<file path="src/rtl/mda_vram_arbiter.sv">
// mda_vram_arbiter: shares one single-port video RAM between the MDA display fetch and a host port
// Ports: clk/rst (async, active-high); blank gates host grants when HOST_IN_ACTIVE=0;
// disp_* display read port (req/addr in, ack/rdata out); host_* read/write port;
// mem_* single-port RAM interface (1-cycle read latency); stall_clr/stall_cnt host starvation counter;
// busy high while an access is in flight.
module mda_vram_arbiter #(
  parameter int AW = 12,
  parameter int DW = 8,
  parameter int HOST_IN_ACTIVE = 1
) (
  input  logic          clk,
  input  logic          rst,
  input  logic          blank,
  input  logic          disp_req,
  input  logic [AW-1:0] disp_addr,
  output logic          disp_ack,
  output logic [DW-1:0] disp_rdata,
  input  logic          host_req,
  input  logic          host_we,
  input  logic [AW-1:0] host_addr,
  input  logic [DW-1:0] host_wdata,
  output logic          host_ack,
  output logic [DW-1:0] host_rdata,
  output logic          mem_en,
  output logic          mem_we,
  output logic [AW-1:0] mem_addr,
  output logic [DW-1:0] mem_wdata,
  input  logic [DW-1:0] mem_rdata,
  input  logic          stall_clr,
  output logic [15:0]   stall_cnt,
  output logic          busy
);
  typedef enum logic [1:0] {IDLE, ISSUE, WAIT, ACK} state_t;
  state_t state, state_nx;
  logic own_host, we_q, grant_disp, grant_host, host_wait;
  always_comb begin
    grant_disp = (state == IDLE) && disp_req;
    grant_host = (state == IDLE) && !disp_req && host_req && ((HOST_IN_ACTIVE != 0) || blank);
    // host waits whenever it asks but is not the owner of the access being served
    host_wait = host_req && !(grant_host || ((state != IDLE) && own_host));
    state_nx = state;
    state_nx = (state == IDLE) ? ((grant_disp || grant_host) ? ISSUE : IDLE) :
               (state == ISSUE) ? WAIT : (state == WAIT) ? ACK : IDLE;
  end
  // mem_addr/mem_we/mem_wdata double as the latched request, so later input changes are ignored
  always_ff @(posedge clk or posedge rst) begin
    if (rst) begin
      state      <= IDLE;
      busy       <= 1'b0;
      own_host   <= 1'b0;
      we_q       <= 1'b0;
      mem_en     <= 1'b0;
      mem_we     <= 1'b0;
      mem_addr   <= '0;
      mem_wdata  <= '0;
      disp_ack   <= 1'b0;
      host_ack   <= 1'b0;
      disp_rdata <= '0;
      host_rdata <= '0;
      stall_cnt  <= '0;
    end else begin
      state    <= state_nx;
      busy     <= state_nx != IDLE;
      mem_en   <= grant_disp || grant_host;
      mem_we   <= grant_host && host_we;
      disp_ack <= (state == WAIT) && !own_host;
      host_ack <= (state == WAIT) && own_host;
      if (grant_disp || grant_host) begin
        own_host <= grant_host;
        we_q     <= grant_host && host_we;
        mem_addr <= grant_host ? host_addr : disp_addr;
      end
      if (grant_host && host_we) mem_wdata <= host_wdata;
      if ((state == WAIT) && !we_q && own_host) host_rdata <= mem_rdata;
      if ((state == WAIT) && !own_host) disp_rdata <= mem_rdata;
      stall_cnt <= stall_clr ? 16'h0 : (host_wait && (stall_cnt != 16'hFFFF)) ? stall_cnt + 16'h1 : stall_cnt;
    end
  end
endmodule

</file>
<file path="config.mk">
export PLATFORM = sky130hd
export DESIGN_NAME = mda_vram_arbiter
export DESIGN_NICKNAME = d
export VERILOG_FILES = /design/src/rtl/mda_vram_arbiter.sv
export SDC_FILE = /design/constraint.sdc
export NUM_CORES = 1
export LEC_CHECK = 0
export CORE_UTILIZATION = 40
export CTS_BUF_LIST = sky130_fd_sc_hd__clkbuf_8
export DETAILED_ROUTE_END_ITERATION = 16
export PLACE_DENSITY = 0.72
export SYNTH_ARGS = -nofsm -noshare
export SYNTH_HDL_FRONTEND = slang
export SYNTH_SLANG_ARGS = --single-unit
export TNS_END_PERCENT = 1
</file>
<file path="constraint.sdc">
create_clock -name clk -period 2.15 [get_ports clk]
set_input_delay 0.43 -clock clk [delete_from_list [all_inputs] [get_ports clk]]
set_output_delay 0.43 -clock clk [all_outputs]
set_load 0.01 [all_outputs]
</file>
==> After elaboration in Yosys (flattened, before gate mapping) <==
Cells that the tools add are included.
{ "word_totals": {"regBits": 61, "in_bits": 47, "output_inout_bits": 57, "word_cells": 45} }
{ "op_classes": {"n_addsub": 1, "n_eq_ne": 3, "mux": 7, "n_reduce_logical": 21} }
{ "ops": {"columns": ["operator", "count"], "rows": [
  ["$mux 16", 2],
  ["$add 16x1->16 const B", 1],
  ["$ne 16x16->1 const B", 1],
  ["$mux 12", 1],
  ["$logic_and 1x1->1", 11],
  ["$mux 2", 3],
  ["$reduce_bool 2->1", 3],
  ["$logic_not 1->1", 4],
  ["$eq 2x1->1 const B", 1],
  ["$eq 2x2->1 const B", 1],
  ["$logic_not 2->1", 1],
  ["$logic_or 1x1->1", 2],
  ["$mux 1", 1]
]} }

==> Longest topological paths before layout <==
Gate-level depths: netlist of the first run.
{ "logic_depth": {"depth_word": 9, "ltp_mapped": 8, "depth_no_buf": 6} }

==> Least setup slack after synthesis of the first run <==
No wires, ideal clock.
{ "synth_timing": {"path_type": "flip-flop to flip-flop", "startpoint": "reg stall_cnt[0]", "endpoint": "reg stall_cnt[2]", "setup_ps": 125, "arrival_time_ps": 1741, "setup_slack_ps": 285, "path_stages_with_launch": 6, "path_buffers": 0, "path_cell_list": "dfrtp_1 > ha_1 > nand3_2 > or4_4 > nand3_1 > mux2_2"} }
{ "synth_via": {"elab_chain_len": 3, "word_cells_on_any_way": 6, "cone_classes": "1 x add/sub; 1 x eq/ne; 2 x mux; 2 x reduce/logical"} }
{ "synth_lines": {"columns": ["element", "line", "rtl"], "rows": [
  ["start: declaration", "30", "output logic [15:0] stall_cnt,"],
  ["start signal: assignment", "76", "stall_cnt <= stall_clr ? 16'h0 : (host_wait && (stall_cnt != 16'hFFFF)) ? stall_cnt + 16'h1 : stall_cnt;"],
  ["$add 16x1->16 / $ne 16x16->1 (equally long branches)", "76", null],
  ["$mux 16 / $logic_and 1x1->1 (equally long branches)", "76", null],
  ["$mux 16 / $reduce_bool 2->1 (equally long branches)", null, null]
]} }
Parallel ways exist; a longest one is shown, timed or not. The select of a mux whose other input is x is not followed.
A chain may end at the register's enable or synchronous reset.

==> Final worst setup path of the first run <==
Same ends and word-level chain as after synthesis.

==> results.md, run 1 <==
* Sequential share of the synthesized area at 53.7%
* Ant. Diodes at 0
* Fillers at 588
* CTS root buffer: clkbuf_8
* Dpl hpwl at ~4.9 mm
* Gr ovfl total at 0
* Syn Area/Cell at approximately 11 um^2
* Slowest cell on crit path: or4_4
* Crit end category: flop
* Resize count post-CTS at 0
* Top-Level Pins at 104
* Die area at approximately 7500 um^2
* Startpoint types: flop
* TritonCTS clock tree: yes
* H-tree depth at 3
* Layout cell share with drive strength beyond 1 at between 15 and 20%
* Cts hold-fix bufs at 0
* Final Cycle Share at a little over 90%
* Port bufs at about 100
* Routed len/inst at ~14 um
* Core area at around 6800 um^2
* Status: completed
* Number of remaining DRC errors at 0
* Endpoints failing hold at 0
* Initial antenna violation count at 0
* CTS sink count at between 60 and 70
* Synthesized area at ~2800 um^2
* Critical Path RT at 2.38 ns
* Number of flops mapped to enable cells by yosys at 0
* Clock Pin Slew Worst Setup and Hold Paths at ~0.070 ns
* Worst Tran Pin Value at ~0.54 ns
* Clock tree buffer depth at 2
* Area Overhead vs Synth at 48.4%
* Setup WS post-layout at ~0.19 ns
* Ys async rst share at between 90% and 100%
* Ys flop type: dfrtp_1
* Hold Path Class: in -> async
* Relative slew margins at between 60% and 70%
* Post-Place Worst Slack at between 0.04 and 0.05 ns
* Die X at between 80 and 90 um
* Most frequent cells in the layout: 102 x clkdlybuf4s50_1, 61 x dfrtp_1, 32 x nand2_1
* Syn nets at about 310
* Kind of critical path: reg -> reg
* CTS buffer count at 9
* Clk Latency, worst-skew pair at 0.34 ns
* Iteration-0 DRC count of the detailed router at between 100 and 150
* Max Slew Vio Count at 0
* DRT Pass-1 Iters at 4
* Die Y at between 80 and 90 um
* Unrepaired setup endpoints after global routing: no
* Most common cell after layout, fill and taps aside: clkdlybuf4s50_1
* Largest net degree at the start of global routing at 37
* Setup Skew at around 0.0072 ns
* Post-synthesis cell type count at 41
* CP Cell Sequence: ha_1 > nand3_2 > or4_4 > nand3_1 > mux2_2
* Total negative setup slack at 0 ns
* Leak Pwr at 0.00177 uW
* Worst-path maximum fanout at 5
* Final count of negative-setup-slack endpoints at 0
* Rows at 30
* Postcts setup bufs at 0
* Vias per cell at about 5
* Total routed wirelength at around 6.7 mm
* First-pass GRT wire length at between 10 and 15 mm
* Flops & latches, synth at 61
* DR vias at 2398
* Global Route Usage Sum at 19.1%
* Max Fclk at around 500 MHz
* Vias in the first global route at 2324
* Starting Density at a little over two fifths
* Maximum vdd drop at about 0.63 mV
* Fin crit period at 1.96 ns
* RePlAce Congestion at around 0.79
* Antenna Nets Post-Route at 0
* Max incr delay on CP at around 0.57 ns
* Synth Warn # at 0
* Nets@finish at roughly 420
* Synth Instances at between 200 and 300
* Power Density at around 1200 nW/um^2
* MaxCap Viol Count at 0
* Arrival @ worst endpoint at around 2.2 ns
[Yosys cell counts, drive strengths merged (3+ instances only)]
cell type / number / share of area, %
dfrtp: 61 / 54
nand2b: 4 / 0.97
clkbuf: 9 / 1.2
o31ai: 7 / 1.8
nor3: 3 / 0.53
nand3b: 5 / 1.3
mux2: 19 / 7.5
nor4: 3 / 1.2
ha: 5 / 2.2
nand4: 6 / 2.4
a21oi: 21 / 3.7
inv: 9 / 1.2
nand3: 8 / 1.9
or3: 3 / 0.66
a22o: 14 / 4.3
o21ai: 10 / 1.9
o22ai: 5 / 1.1
nand2: 32 / 4.2
or4: 8 / 2.2
nor2b: 3 / 0.66
buf: 3 / 0.57
and4: 5 / 1.7
[metal layers]
layer,GRT usage (%),vias to the layer above,routed length [um],share of wire [%]
met5,0,-,0,0
met4,8.18,0,116,1.7
met3,4.67,11,408,6.1
met2,30.4,78,3160,47
met1,25.0,1140,2990,45
li1,-,1169,-,-
[worst max-delay path, delay by kind of cell, from the launching register on]
| kind | cells | cell delay, ns |
|---|---|---|
| muxes | 1 | 0.34 |
| adders and majority gates | 1 | 0.26 |
| and+or+nand+nor | 3 | 0.85 |
| DFF | 1 | 0.41 |
[report_power, final]
part | internal (uW) | switching (uW) | total, uW | leakage (uW)
combinational | 1190 | 861 | 2050 | 0.000894
clock | 540 | 474 | 1010 | 0.000104
sequential | 1580 | 229 | 1810 | 0.000767
[per-stage QoR]
stage	std cells	hold slack, ns	util [%]	area (um^2)	total power, uW
3_3_place_gp	452	0.458	58.9	4020	3850
2_1_floorplan	256	0.438	-	2840	2810
5_1_grt	468	0.450	61.8	4220	5190
3_5_place_dp	452	0.464	58.9	4020	3900
6_report	468	0.410	61.8	4220	4870
4_1_cts	468	0.412	61.8	4220	4930
[kinds of logic (layout without fill, tap and decap cells)]
kind of cell,Yosys count,after routing,synth area share (%)
AO/OA/AOI/OAI,59,59,13.4
adder cells (fa/ha/maj),5,5,2.20
buffers and inverters,22,138,3.08
flip-flops,61,61,53.7
multiplexers,19,19,7.52
AND/OR/NAND/NOR,90,90,20.1
[final timing paths]
kind	startpoint	end	slack, ns	cells after the start
max	stall_cnt[0]$_DFFE_PP0P_	stall_cnt[2]$_DFFE_PP0P_	0.19	5
min	rst	host_rdata[5]$_DFFE_PP0P_	0.41	2
max reg2reg	stall_cnt[0]$_DFFE_PP0P_	stall_cnt[2]$_DFFE_PP0P_	0.19	5
min reg2reg	mem_wdata[3]$_DFFE_PP0P_	mem_wdata[3]$_DFFE_PP0P_	0.48	2
max in group asynchronous	rst	mem_addr[9]$_DFFE_PP0P_	1.20	3
min in group clk	mem_wdata[3]$_DFFE_PP0P_	mem_wdata[3]$_DFFE_PP0P_	0.48	2
[flip-flops by register name (all words and copies together), names as in the netlist, 2 cells and up]
register    cells
host_rdata      8
state           2
disp_rdata      8
mem_addr       12
mem_wdata       8
stall_cnt      16
[cell type report]
cell class | count | area, um^2 | area share, %
clock buffer | 9 | 124 | 2.93
clock inverter | 7 | 75.1 | 1.78
inverter | 10 | 37.5 | 0.889
multi-input combinational | 173 | 1230 | 29.1
sequential | 61 | 1530 | 36.2
tap | 96 | 120 | 2.85
timing repair buffer | 112 | 1110 | 26.3
(Power assumes the default switching activity.)
==> inputs of run 2 (changes only) <==
--- a/config.mk
+++ b/config.mk
@@ -8,7 +8,7 @@
 export CORE_UTILIZATION = 40
 export CTS_BUF_LIST = sky130_fd_sc_hd__clkbuf_8
 export DETAILED_ROUTE_END_ITERATION = 16
-export PLACE_DENSITY = 0.72
+export PLACE_DENSITY = 0.83
 export SYNTH_ARGS = -nofsm -noshare
 export SYNTH_HDL_FRONTEND = slang
 export SYNTH_SLANG_ARGS = --single-unit
==> run 2 against run 1 <==
Combinational power about the same. Die area unchanged. Flip-flop and latch count unchanged. Non-clock buffer count up 1. Clock power down 16%. Maximum frequency about the same. Via count up 0.88%.
==> results.md, run 2 (synthesis gave the netlist of run 1 again) <==
* R2R setup slack at 0.18 ns (about the same)
* Fin crit period at 1.97 ns (+0.00187 ns)
* First-pass GRT wire length at 11.1 mm (+0.18%)
* Layout cell share with drive strength beyond 1 at 15.4% (-0.50 points)
* Area Overhead vs Synth at 48.0%
* Starting Density at 41.6% (unchanged)
* Core area at 6830 um^2 (unchanged)
* Critical Path RT at 2.36 ns (-0.02 ns)
* Antenna Nets Post-Route at 0 (unchanged)
* Power Density at 1120 nW/um^2 (-3.0%)
* Max Fclk at 509 MHz (about the same)
* Cts hold-fix bufs at 0 (unchanged)
* Startpoint types: flop
* Most frequent cells in the layout: 102 x clkdlybuf4s50_1, 61 x dfrtp_1, 32 x nand2_1
* Dpl hpwl at 4.88 mm (-0.34%)
* Crit end category: flop
* CTS root buffer: clkbuf_8
* Postcts setup bufs at 0 (unchanged)
* Maximum vdd drop at 0.555 mV (-11%)
* Largest net degree at the start of global routing at 23 (-38%)
* RePlAce Congestion at 0.786 (-1.1%)
* Hold Path Class: in -> async
* Die area at 7450 um^2 (unchanged)
* Endpoints failing hold at 0 (unchanged)
* Gr ovfl total at 0 (unchanged)
* Kind of critical path: reg -> reg
* Worst-path maximum fanout at 5 (unchanged)
* Port bufs at 102 (unchanged)
* Routed len/inst at 14.0 um (-1.8%)
* Largest Register: stall_cnt
* Post-route cell area at 4210 um^2 (-0.33%)
* DRT Pass-1 Iters at 4 (unchanged)
* Relative slew margins at 61.6% (-2.4 points)
* Iteration-0 DRC count of the detailed router at 104 (+3.0%)
* Clock Pin Slew Worst Setup and Hold Paths at 0.06 ns (about the same)
* CTS sink count at 61 (unchanged)
* Worst Tran Pin Value at 0.571 ns (+0.0354 ns)
* Number of remaining DRC errors at 0 (unchanged)
* Setup Skew at 0.00582 ns (-0.00140 ns)
* Post-Place Worst Slack at -0.0153 ns (-0.0585 ns)
* Setup WS post-layout at 0.184 ns (-0.00187 ns)
* Arrival @ worst endpoint at 2.17 ns (-0.02 ns)
* Ant. Diodes at 0 (unchanged)
* Resize count post-CTS at 0 (unchanged)
* Clock tree buffer depth at 2 (unchanged)
* H-tree depth at 3 (unchanged)
* Final count of negative-setup-slack endpoints at 0 (unchanged)
* Nets@finish at 420 (+0.24%)
* Vias per cell at 5.18 (+1.1%)
* Clk Latency, worst-skew pair at 0.32 ns (-0.02 ns)
* Unrepaired setup endpoints after global routing: no
* Max Slew Vio Count at 0 (unchanged)
* CTS buffer count at 9 (unchanged)
* MaxCap Viol Count at 0 (unchanged)
* Leak Pwr at 0.00176 uW (-0.15%)
* Placed instance area at 4040 um^2 (+0.50%)
* Total negative setup slack at 0 ns (unchanged)
* Vias in the first global route at 2291 (-1.4%)
* Rows at 30 (unchanged)
* Status: completed
* Global Route Usage Sum at 19.0% (-0.11 points)
* DR vias at 2419 (+0.88%)
* Die Y at 86.3 um (unchanged)
* Most common cell after layout, fill and taps aside: clkdlybuf4s50_1
* Die X at 86.3 um (unchanged)
* Max FFs per register at 16 (unchanged)
* Final Cycle Share at 91.4% (about the same)
* Top-Level Pins at 104 (unchanged)
* Largest regs: stall_cnt x16, mem_addr x12
* Total routed wirelength at 6.54 mm (-2.0%)
* TritonCTS clock tree: yes
* Initial antenna violation count at 0 (unchanged)
## run 2: changes by cell type in the layout (fill, tap and decap cells not counted)
cell       previous run  this run
inv_6                 1         0
inv_1                 8         9
clkinv_4              3         0
bufinv_16             1         0
buf_12                1         2
clkbuf_8              9        11
## run 2: metal layers
metal	track usage (%)	routed length, um	share of wire (%)
met1	25.9	2960	45
met2	29.4	3090	47
met3	5.52	445	6.8
met4	6.21	43	0.66
met5	0	0	0
## run 2: metrics by stage
stage / hold WS [ns] / power (uW) / instances / util [%]
floorplan: 0.438 / 2810 / 256 / -
CTS: 0.447 / 4780 / 467 / 61.6
detailed placement: 0.462 / 3910 / 453 / 59.2
global route: 0.462 / 5060 / 467 / 61.6
global placement: 0.458 / 3840 / 453 / 59.2
finish: 0.445 / 4710 / 467 / 61.6
## run 2: final cells by class
class | instances | area, um^2
well taps | 96 | 120
clock buffers | 11 | 151
flip-flops and latches | 61 | 1530
clock inverters | 3 | 13.8
fillers | 579 | 2620
inverters | 10 | 37.5
repair buffers | 113 | 1130
multi-input cells | 173 | 1230
## run 2: where the power goes
part,switching [uW],internal [uW],leakage (uW)
Sequential,234,1580,0.000767
Combinational,855,1190,0.000903
Clock,391,460,0.0000922
## run 2: worst max-delay path, cell delays in order, from the launching register on
cell	delay [ns]
dfrtp_1	0.41
ha_1	0.27
nand3_2	0.17
or4_4	0.57
nand3_1	0.10
mux2_2	0.33
## run 2: final timing paths
check,from,to,cells past startpoint
hold reg to reg,mem_wdata[1]$_DFFE_PP0P_,mem_wdata[1]$_DFFE_PP0P_,2
setup / recovery,stall_cnt[0]$_DFFE_PP0P_,stall_cnt[2]$_DFFE_PP0P_,5
min in group clk,mem_wdata[1]$_DFFE_PP0P_,mem_wdata[1]$_DFFE_PP0P_,2
max in group asynchronous,rst,stall_cnt[13]$_DFFE_PP0P_,3
setup reg to reg,stall_cnt[0]$_DFFE_PP0P_,stall_cnt[2]$_DFFE_PP0P_,5
hold / removal,rst,disp_rdata[5]$_DFFE_PP0P_,2
==> inputs of run 3 (changes only) <==
--- a/config.mk
+++ b/config.mk
@@ -8,6 +8,7 @@
 export CORE_UTILIZATION = 40
 export CTS_BUF_LIST = sky130_fd_sc_hd__clkbuf_8
 export DETAILED_ROUTE_END_ITERATION = 16
+export MAX_ROUTING_LAYER = met4
 export PLACE_DENSITY = 0.83
 export SYNTH_ARGS = -nofsm -noshare
 export SYNTH_HDL_FRONTEND = slang
==> constraint.sdc (replaced) <==
create_clock -name clk -period 2.15 [get_ports clk]
set_input_delay 0.645 -clock clk [delete_from_list [all_inputs] [get_ports clk]]
set_output_delay 0.645 -clock clk [all_outputs]
set_load 0.01 [all_outputs]
==> run 3 against run 2 <==
Sequential power hardly changed. Clock power is 28% higher. First-iteration DRC count is 0.96% higher. Flip-flop and latch count stayed put. Critical endpoint is now stall_cnt[5].
==> results.md, run 3 (synthesis gave the netlist of run 1 again) <==
* RePlAce Congestion at 0.804 (+2.2%)
* CTS sink count at 61 (unchanged)
* Hold Path Class: reg -> reg
* Internal at 3420 uW (+6.0%)
* Top-Level Pins at 104 (unchanged)
* Largest Register: stall_cnt
* Gr ovfl total at 0 (unchanged)
* Core area at 6830 um^2 (unchanged)
* Dpl hpwl at 4.83 mm (-1.1%)
* Leak Pwr at 0.00178 uW (+0.98%)
* Area Overhead vs Synth at 49.7%
* Cells after DPL at 454 (+0.22%)
* Cts hold-fix bufs at 0 (unchanged)
* Switching part of the total at 31.0% (-0.35 points)
* Ant. Diodes at 0 (unchanged)
* Nets@finish at 421 (+0.24%)
* Die area at 7450 um^2 (unchanged)
* Most common cell after layout, fill and taps aside: clkdlybuf4s50_1
* First-pass GRT wire length at 10.8 mm (-2.2%)
* CTS root buffer: clkbuf_8
* H-tree depth at 3 (unchanged)
* Final count of negative-setup-slack endpoints at 0 (unchanged)
* Final std cells w/o fill at 470 (+0.64%)
* Startpoint types: flop
* Iteration-0 DRC count of the detailed router at 105 (+0.96%)
* Largest regs: stall_cnt x16, mem_addr x12
* Number of remaining DRC errors at 0 (unchanged)
* Top cell family by delay on the critical path: buffers and inverters
* MaxCap Viol Count at 0 (unchanged)
* Endpoints failing hold at 0 (unchanged)
* Clock tree buffer depth at 2 (unchanged)
* Critical Path RT at 1.50 ns (-0.86 ns)
* CP Cell Sequence: clkdlybuf4s50_1
* Rows at 30 (unchanged)
* Vias per cell at 5.12 (-1.1%)
* Die Y at 86.3 um (unchanged)
* Max Fclk at 485 MHz (-4.7%)
* Worst hold slack at 0.477 ns (+0.0320 ns)
* Initial antenna violation count at 0 (unchanged)
* Switching power of the nets at 1540 uW (+4.3%)
* TritonCTS clock tree: yes
* DRT Pass-1 Iters at 4 (unchanged)
* Maximum vdd drop at 0.524 mV (-5.6%)
* DR vias at 2407 (-0.50%)
* Clock Power Share at 22.0% (+3.9 points)
* Fin crit period at 2.06 ns (+0.0975 ns)
* Postcts setup bufs at 0 (unchanged)
* Layout cell share with drive strength beyond 1 at 16.0% (+0.68 points)
* Global Route Usage Sum at 19.4% (+0.37 points)
* Worst Tran Pin Value at 0.551 ns (-0.0203 ns)
* Antenna Nets Post-Route at 0 (unchanged)
* Clock Pin Slew Worst Setup and Hold Paths at 0.07 ns (about the same)
* CTS buffer count at 9 (unchanged)
* Vias in the first global route at 2394 (+4.5%)
* Starting Density at 41.6% (unchanged)
* Post-Route Utilization at 62.3% (+0.71 points)
* Resize count post-CTS at 0 (unchanged)
* Max incr delay on CP at 0.60 ns (+0.03 ns)
* Slowest cell on crit path: clkdlybuf4s50_1
* Combinational share of power at 41.4% (-2.0 points)
* Max FFs per register at 16 (unchanged)
* Routed len/inst at 14.0 um (-0.17%)
* Unrepaired setup endpoints after global routing: no
* Crit end category: output port
* Port bufs at 102 (unchanged)
* Final Cycle Share at 96.0% (+4.5 points)
* Worst-path maximum fanout at 6 (+1)
* Status: completed
* WP buf/inv at 1 (+1)
* Arrival @ worst endpoint at 1.42 ns (-0.75 ns)
* Placed instance area at 4040 um^2 (about the same)
* Fillers at 582 (+0.52%)
* Max Slew Vio Count at 0 (unchanged)
* Die X at 86.3 um (unchanged)
* Clk Latency, worst-skew pair at 0.34 ns (+0.02 ns)
* Kind of critical path: reg -> out
* Total routed wirelength at 6.57 mm (+0.47%)
* Sequential group share of total power at 36.5% (-2.0 points)
* Power Density at 1170 nW/um^2 (+4.2%)
* Post-route cell area at 4260 um^2 (+1.2%)
* Largest net degree at the start of global routing at 62 (+170%)
* Relative slew margins at 62.9% (+1.4 points)
* Setup Skew at 0.0106 ns (+0.00475 ns)
* Tot Pwr at 4970 uW (+5.4%)
* Most frequent cells in the layout: 102 x clkdlybuf4s50_1, 61 x dfrtp_1, 32 x nand2_1
run 3: cell types whose count changed in the layout (fill, tap and decap cells not counted), sizes merged:
cell      previous run  this run
inv                 10         9
buf                 11        12
bufinv               0         2
clkinv               3         5
clkbuf              11         9
clkinvlp             0         1
run 3: power groups by stage:
stage / Combinational [uW] / Clock, uW / Sequential [uW]
after CTS: 2090 / 1120 / 1820
after detailed placement: 2090 / 0 / 1830
after global routing: 2230 / 1170 / 1870
final: 2060 / 1090 / 1820
after floorplan: 824 / 0 / 1990
after global placement: 2020 / 0 / 1820
run 3: path summary, 6_finish.rpt:
kind	cells after the start	endpoint	startpoint	slack (ns)
max in group asynchronous	3	stall_cnt[3]$_DFFE_PP0P_	rst	1.14
min	2	mem_wdata[0]$_DFFE_PP0P_	mem_wdata[0]$_DFFE_PP0P_	0.48
max	1	stall_cnt[5]	stall_cnt[5]$_DFFE_PP0P_	0.09
min in group asynchronous	3	disp_ack$_DFF_PP0_	rst	0.75
max reg2reg	5	stall_cnt[2]$_DFFE_PP0P_	stall_cnt[1]$_DFFE_PP0P_	0.17
min reg2reg	2	mem_wdata[0]$_DFFE_PP0P_	mem_wdata[0]$_DFFE_PP0P_	0.48
run 3: final cells by class:
type	count	area, um^2	area share (%)
clock buffer	9	124	2.91
clock inverter	7	91.3	2.15
inverter	10	41.3	0.970
multi-input combinational	173	1230	28.9
sequential	61	1530	35.9
tap	96	120	2.82
timing repair buffer	114	1120	26.4
run 3: metrics by stage:
step	setup WS, ns	TNS, ns
floorplan	0.236	0
global placement	-0.168	-0.752
detailed placement	-0.199	-1.27
CTS	0.0706	0
global route	0.0277	0
finish	0.0867	0
run 3: routing by layer:
metal | global-route usage [%] | vias to the layer above | part of all wire, %
met2 | 30.3 | 97 | 47
met1 | 24.8 | 1125 | 45
li1 | - | 1174 | -
met5 | - | - | 0
met3 | 2.86 | 11 | 5.8
met4 | 9.39 | 0 | 2.1
